===== src/rtl/i2c_req_arbiter_if.sv =====
// ============================================================================
// Module   : i2c_req_arbiter_if
// Summary  : Wishbone master/slave bundle between the arbiter and the I2C master.
// Revision : 1.0 initial release
// ============================================================================
`default_nettype none

interface i2c_req_arbiter_if;
   logic        cyc;
   logic        stb;
   logic        we;
   logic [5:0]  addr;
   logic [31:0] wdata;
   logic [3:0]  sel;
   logic        ack;
   logic        stall;
   logic [31:0] rdata;

   modport master (
      output cyc, stb, we, addr, wdata, sel,
      input  ack, stall, rdata
   );

   modport slave (
      input  cyc, stb, we, addr, wdata, sel,
      output ack, stall, rdata
   );
endinterface

`default_nettype wire


===== src/rtl/i2c_req_arbiter.sv =====
// ============================================================================
// Module   : i2c_req_arbiter
// Summary  : Round-robin sharing of one Wishbone I2C master among NREQ requesters.
// Options  : I2CARB_TIMEOUT_EN enables the status-poll abort limit.
// Revision : 1.0 initial release
// ============================================================================
`default_nettype none

module i2c_req_arbiter #(
   parameter int          NREQ          = 4,
   parameter int          POLL_CYCLES   = 16,
   parameter logic [15:0] TIMEOUT_POLLS = 16'd4096
) (
   input  logic                 i_clk,
   input  logic                 i_rst,
   input  logic [NREQ-1:0]      i_req,
   input  logic [32*NREQ-1:0]   i_cmd,
   output logic [NREQ-1:0]      o_grant,
   output logic [NREQ-1:0]      o_done,
   output logic [31:0]          o_status,
   output logic                 o_timeout,
   output logic                 o_busy,
   i2c_req_arbiter_if.master    wb
);

   localparam int PW = $clog2(NREQ);
   localparam int CW = $clog2(POLL_CYCLES);
   localparam logic [CW-1:0]   C_POLL_RELOAD = CW'(POLL_CYCLES - 1);
   localparam logic [PW-1:0]   C_PTR_RESET   = PW'(NREQ - 1);
   localparam logic [NREQ-1:0] C_ONE         = NREQ'(1);
   localparam logic [31:0]     C_TMO_FLAG    = 32'h2000_0000;

   typedef enum logic [2:0] {
      S_IDLE   = 3'd0,
      S_WRCMD  = 3'd1,
      S_WAIT   = 3'd2,
      S_RDSTAT = 3'd3,
      S_DONE   = 3'd4
   } state_t;

   state_t          r_state, w_state_nxt;
   logic [PW-1:0]   r_ptr, w_ptr_nxt;
   logic [NREQ-1:0] r_grant, w_grant_nxt;
   logic [NREQ-1:0] r_done, w_done_nxt;
   logic [31:0]     r_status, w_status_nxt;
   logic            r_cyc, w_cyc_nxt;
   logic            r_stb, w_stb_nxt;
   logic            r_we, w_we_nxt;
   logic [31:0]     r_wdata, w_wdata_nxt;
   logic [CW-1:0]   r_cnt, w_cnt_nxt;

`ifdef I2CARB_TIMEOUT_EN
   logic [15:0]     r_polls, w_polls_nxt;
   logic            r_tmo, w_tmo_nxt;
`endif

   logic            w_found;
   logic [PW-1:0]   w_pick;
   logic [PW-1:0]   w_scan;
   logic [31:0]     w_cmd_sel;

   // Round-robin scan starting one past the last winner.
   always_comb begin
      w_found = 1'b0;
      w_pick  = '0;
      w_scan  = '0;
      for (int i = 1; i <= NREQ; i++) begin
         w_scan = PW'((int'(r_ptr) + i) % NREQ);
         if (!w_found && i_req[w_scan]) begin
            w_found = 1'b1;
            w_pick  = w_scan;
         end
      end
   end

   always_comb begin
      w_cmd_sel = '0;
      for (int k = 0; k < NREQ; k++) begin
         if (w_pick == PW'(k)) begin
            w_cmd_sel = i_cmd[32*k +: 32];
         end
      end
   end

   always_comb begin
      w_state_nxt  = r_state;
      w_ptr_nxt    = r_ptr;
      w_grant_nxt  = r_grant;
      w_done_nxt   = '0;
      w_status_nxt = r_status;
      w_cyc_nxt    = r_cyc;
      w_stb_nxt    = r_stb;
      w_we_nxt     = r_we;
      w_wdata_nxt  = r_wdata;
      w_cnt_nxt    = r_cnt;
`ifdef I2CARB_TIMEOUT_EN
      w_polls_nxt  = r_polls;
      w_tmo_nxt    = 1'b0;
`endif

      case (r_state)
         S_IDLE: begin
            if (w_found) begin
               w_state_nxt = S_WRCMD;
               w_ptr_nxt   = w_pick;
               w_grant_nxt = C_ONE << w_pick;
               w_cyc_nxt   = 1'b1;
               w_stb_nxt   = 1'b1;
               w_we_nxt    = 1'b1;
               w_wdata_nxt = w_cmd_sel;
`ifdef I2CARB_TIMEOUT_EN
               w_polls_nxt = '0;
`endif
            end
         end

         S_WRCMD: begin
            if (r_stb && !wb.stall) begin
               w_stb_nxt = 1'b0;
            end
            if (wb.ack) begin
               w_cyc_nxt   = 1'b0;
               w_stb_nxt   = 1'b0;
               w_we_nxt    = 1'b0;
               w_cnt_nxt   = C_POLL_RELOAD;
               w_state_nxt = S_WAIT;
            end
         end

         S_WAIT: begin
            if (r_cnt == '0) begin
               w_state_nxt = S_RDSTAT;
               w_cyc_nxt   = 1'b1;
               w_stb_nxt   = 1'b1;
               w_we_nxt    = 1'b0;
            end else begin
               w_cnt_nxt = r_cnt - 1'b1;
            end
         end

         S_RDSTAT: begin
            if (r_stb && !wb.stall) begin
               w_stb_nxt = 1'b0;
            end
            if (wb.ack) begin
               w_cyc_nxt    = 1'b0;
               w_stb_nxt    = 1'b0;
               w_status_nxt = wb.rdata;
               if (wb.rdata[31]) begin
                  w_state_nxt = S_WAIT;
                  w_cnt_nxt   = C_POLL_RELOAD;
`ifdef I2CARB_TIMEOUT_EN
                  w_polls_nxt = r_polls + 16'd1;
                  // Abort: report the last busy word with the timeout flag set.
                  if (r_polls + 16'd1 == TIMEOUT_POLLS) begin
                     w_state_nxt  = S_DONE;
                     w_status_nxt = wb.rdata | C_TMO_FLAG;
                     w_done_nxt   = r_grant;
                     w_grant_nxt  = '0;
                     w_tmo_nxt    = 1'b1;
                  end
`endif
               end else begin
                  w_state_nxt = S_DONE;
                  w_done_nxt  = r_grant;
                  w_grant_nxt = '0;
               end
            end
         end

         S_DONE: begin
            w_state_nxt = S_IDLE;
         end

         default: begin
            w_state_nxt = S_IDLE;
         end
      endcase
   end

   always_ff @(posedge i_clk or posedge i_rst) begin
      if (i_rst) begin
         r_state  <= S_IDLE;
         r_ptr    <= C_PTR_RESET;
         r_grant  <= '0;
         r_done   <= '0;
         r_status <= '0;
         r_cyc    <= 1'b0;
         r_stb    <= 1'b0;
         r_we     <= 1'b0;
         r_wdata  <= '0;
         r_cnt    <= '0;
`ifdef I2CARB_TIMEOUT_EN
         r_polls  <= '0;
         r_tmo    <= 1'b0;
`endif
      end else begin
         r_state  <= w_state_nxt;
         r_ptr    <= w_ptr_nxt;
         r_grant  <= w_grant_nxt;
         r_done   <= w_done_nxt;
         r_status <= w_status_nxt;
         r_cyc    <= w_cyc_nxt;
         r_stb    <= w_stb_nxt;
         r_we     <= w_we_nxt;
         r_wdata  <= w_wdata_nxt;
         r_cnt    <= w_cnt_nxt;
`ifdef I2CARB_TIMEOUT_EN
         r_polls  <= w_polls_nxt;
         r_tmo    <= w_tmo_nxt;
`endif
      end
   end

   assign o_grant  = r_grant;
   assign o_done   = r_done;
   assign o_status = r_status;
   assign o_busy   = (r_state != S_IDLE);

`ifdef I2CARB_TIMEOUT_EN
   assign o_timeout = r_tmo;
`else
   logic w_unused_timeout;
   assign w_unused_timeout = ^TIMEOUT_POLLS;
   assign o_timeout        = 1'b0;
`endif

   assign wb.cyc   = r_cyc;
   assign wb.stb   = r_stb;
   assign wb.we    = r_we;
   assign wb.addr  = 6'd0;
   assign wb.wdata = r_wdata;
   assign wb.sel   = r_cyc ? 4'hf : 4'h0;

endmodule

`default_nettype wire


===== src/flat_wrapper.sv =====
// flat-port wrapper written by rule: the top's interface ports become plain ports
module i2c_req_arbiter_flat 
#(
   parameter int          NREQ          = 4,
   parameter int          POLL_CYCLES   = 16,
   parameter logic [15:0] TIMEOUT_POLLS = 16'd4096
)
  (i_clk, i_rst, i_req, i_cmd, o_grant, o_done, o_status, o_timeout, o_busy, wb_cyc, wb_stb, wb_we, wb_addr, wb_wdata, wb_sel, wb_ack, wb_stall, wb_rdata);
  i2c_req_arbiter_if wb_i ();
  input  logic i_clk;
  input  logic i_rst;
  input  logic [NREQ-1:0] i_req;
  input  logic [32*NREQ-1:0] i_cmd;
  output logic [NREQ-1:0] o_grant;
  output logic [NREQ-1:0] o_done;
  output logic [31:0] o_status;
  output logic o_timeout;
  output logic o_busy;
  output wire logic [$bits(wb_i.cyc)-1:0] wb_cyc;
  output wire logic [$bits(wb_i.stb)-1:0] wb_stb;
  output wire logic [$bits(wb_i.we)-1:0] wb_we;
  output wire logic [$bits(wb_i.addr)-1:0] wb_addr;
  output wire logic [$bits(wb_i.wdata)-1:0] wb_wdata;
  output wire logic [$bits(wb_i.sel)-1:0] wb_sel;
  input wire logic [$bits(wb_i.ack)-1:0] wb_ack;
  input wire logic [$bits(wb_i.stall)-1:0] wb_stall;
  input wire logic [$bits(wb_i.rdata)-1:0] wb_rdata;
  assign wb_cyc = wb_i.cyc;
  assign wb_stb = wb_i.stb;
  assign wb_we = wb_i.we;
  assign wb_addr = wb_i.addr;
  assign wb_wdata = wb_i.wdata;
  assign wb_sel = wb_i.sel;
  assign wb_i.ack = wb_ack;
  assign wb_i.stall = wb_stall;
  assign wb_i.rdata = wb_rdata;
  i2c_req_arbiter #(.NREQ(NREQ), .POLL_CYCLES(POLL_CYCLES), .TIMEOUT_POLLS(TIMEOUT_POLLS)) u_core (.i_clk(i_clk), .i_rst(i_rst), .i_req(i_req), .i_cmd(i_cmd), .o_grant(o_grant), .o_done(o_done), .o_status(o_status), .o_timeout(o_timeout), .o_busy(o_busy), .wb(wb_i));
endmodule

===== config.mk =====
export PLATFORM = sky130hd
export DESIGN_NAME = i2c_req_arbiter_flat
export DESIGN_NICKNAME = d
export VERILOG_FILES = /design/src/rtl/i2c_req_arbiter_if.sv /design/src/rtl/i2c_req_arbiter.sv /design/src/flat_wrapper.sv
export SDC_FILE = /design/constraint.sdc
export NUM_CORES = 1
export LEC_CHECK = 0
export BUFFER_PORTS_ARGS = -buffer_cell sky130_fd_sc_hd__buf_2
export CAP_MARGIN = 10
export CORE_MARGIN = 5
export CORE_UTILIZATION = 48
export DETAILED_ROUTE_END_ITERATION = 8
export PLACE_DENSITY = 0.86
export SYNTH_ARGS = -nofsm -noshare
export SYNTH_HDL_FRONTEND = slang
export SYNTH_SLANG_ARGS = --single-unit
export TNS_END_PERCENT = 1

===== constraint.sdc =====
create_clock -name i_clk -period 7.82 [get_ports i_clk]
set_input_delay 1.564 -clock i_clk [delete_from_list [all_inputs] [get_ports i_clk]]
set_output_delay 1.564 -clock i_clk [all_outputs]
set_load 0.01 [all_outputs]

==> results.ini <==
[global_route]
grt_pass1_wl_mm = 21.4
grt_pass1_vias = 4315
grt_usage_pct = 23.5
grt_overflow_total = 0
antenna_found_initial = 1
grt_start_max_net_pins = 85

[clock_tree]
clkLatencyLatePin_ns = 0.34
hold_buffers = 0
clk_pin_slew_worst_paths_ns = 0.09
cts.sinks = 84
cts_resized = 0
root_buffer = clkbuf_8
htreeDepth = 3
cts_tree = built
cts_setup_buffers = 0
numCtsBuffers = 9
cts_buffer_depth = 2

[drt]
drcViolationCount = 0
via_per_inst = 5.35
dr_total_vias = 4276
first_pass_iters = 5
drtIter0Drc = 247
wire_per_inst_um = 17.5
antenna_left = 0
wl_mm = 14.0

[place]
place_congestion = 0.936
place_hpwl_mm = 10.8
dp_slack_ns = 4.06
portBuffers = 247

[floorplanning]
io_pins = 255
die_w_um = 107
initial_core_util_pct = 49.3
fp.coreArea_um2 = 9240
die_area_um2 = 11500
rows = 35
die_h_um = 107

[synth]
yosys_warnings = 0
ys.flop_type = dfrtp_1
synth_area_leaders = dfrtp_1 45%, mux2_2 14%, nand2_1 5.8%
synth_edf_count = 0
seq_area_frac_synth_pct = 46.2
ys_types = 55
async_flop_share_pct = 100
avgSynthCellArea_um2 = 10.3
syn_inst = 440
synth_top_area_cell = dfrtp_1
yosysTopAreaCellShare_pct = 45.1
synth_area_um2 = 4550
synth-seq-cells = 84

[power]
powerDensity_nw_per_um2 = 376
leakagePower_nw = 2.92
ir_worst_vdd_uv = 169

[timing]
setup-violations-final = 0
whs_ns = 0.483
post-route-min-period_ns = 3.43
fin_tns_setup_ns = 0
fin_ws_ns = 4.39
slew_viol_final = 0
rsz0062_at_grt = no
relSlewSlack_pct = 23.3
tightest_slew_ns = 1.15
finalCritPeriodShare_pct = 43.9
timing_hold_violations_final = 0
fmax_mhz = 292
skew_ns = 0.0136

[cells_and_area]
fin_nets = 835
mostFrequentLayoutCells = 247 x buf_2, 82 x dfrtp_1, 70 x nand2_1
final_common_cell = buf_2
area_growth_pct = 29.1
antennaDiodeCount = 0
drive_gt1_share_pct = 52.9
fillCellCount = 765
multiInputGateArea_um2 = 2130
regArea_um2 = 2100

[setup_path]
critPathMaxFanout = 36
reg2reg_slack_ns = 5.21
critPathKind = input port to flop
required_ns = 8.07
critPathLaunchType = input port
cp-end-kind = flop
arrival_ns = 3.68

[job]
drv_cap = 0

[min_path]
hold_class = flop to flop

[status]
status = finished, final reports clean

kinds of logic after synthesis:
kind of cell	share of synthesized area, %
AOI/OAI and AO/OA	18.1
xor gates and xnor gates	0.192
adders and majority gates	0.275
buffers and inverters	7.45
DFF	46.2
muxes	14.1
other	0.0824
and+or+nand+nor	13.6
stage by stage:
step                      cells  total power, mW  util [%]  area (µm²)
after CTS                   800             2.23      63.6        5880
after detailed placement    784             1.94      61.7        5700
after floorplan             446             1.59         -        4580
final                       800             2.21      63.6        5880
after global routing        800             2.37      63.6        5880
after global placement      784             1.88      61.7        5700
final timing paths:
kind	startpoint	to	cells past startpoint
worst max-delay path	i_req[1]	u_core.wb.wdata[8]	6
worst min-delay path	u_core.wb.wdata[1]	u_core.wb.wdata[1]	2
worst max register to register	u_core.r_ptr[0]	u_core.wb.wdata[8]	5
worst min register to register	u_core.wb.wdata[1]	u_core.wb.wdata[1]	2
max in group asynchronous	i_rst	u_core.wb.cyc	3
min in group asynchronous	i_rst	u_core.o_status[28]	3
Yosys cell counts (3+ instances only):
cell and count:
a21oi_1 26, a221oi_1 10, a221oi_2 10, a2bb2oi_1 7
and2_1 4, buf_2 12, buf_4 12, buf_6 12
clkbuf_1 5, dfrtp_1 82, inv_1 7, mux2_2 57
nand2_1 70, nand2b_1 3, nor2_1 48, nor3_1 3
o21ai_0 11, o21ai_1 3, o21ai_2 3, o221ai_1 5
o22ai_1 5, o31ai_1 8
power by group:
group,total [mW],switching [mW],internal [mW]
registers,0.784,0.136,0.648
logic,1.14,0.631,0.506
clock network,0.292,0.171,0.121
total,2.21,0.938,1.27
worst max-delay path, cell delays in order:
cell and delay, ns:
buf_2 0.15, nor2b_1 0.16, a211o_1 0.31, a21oi_4 0.90, mux2_2 0.43, a21oi_1 0.16
state kept, by name, summed over array words and instances, names as in the netlist:
name             cells
u_core.r_ptr         2
u_core.wb.wdata     32
u_core.wb.we         1
u_core.wb.stb        1
u_core.o_status     32
u_core.r_cnt         4
u_core.wb.cyc        1
u_core.o_done        4
u_core.o_grant       4
u_core.r_state       3
routing by layer:
metal	track usage, %	share of wire (%)	vias up
met4	9.47	2.8	2
met2	41.2	50	243
met1	27.4	37	2003
li1	-	-	1997
met3	6.06	9.8	31
met5	0	0.093	-
layout make-up:
type / count / share of cell area, %
multi-input cells: 312 / 36.3
well taps: 129 / 2.75
flip-flops and latches: 84 / 35.8
clock buffers: 9 / 2.11
inverters: 8 / 0.532
repair buffers: 251 / 21.5
clock inverters: 7 / 0.979
Note: power is estimated with default switching activity, not from simulation.
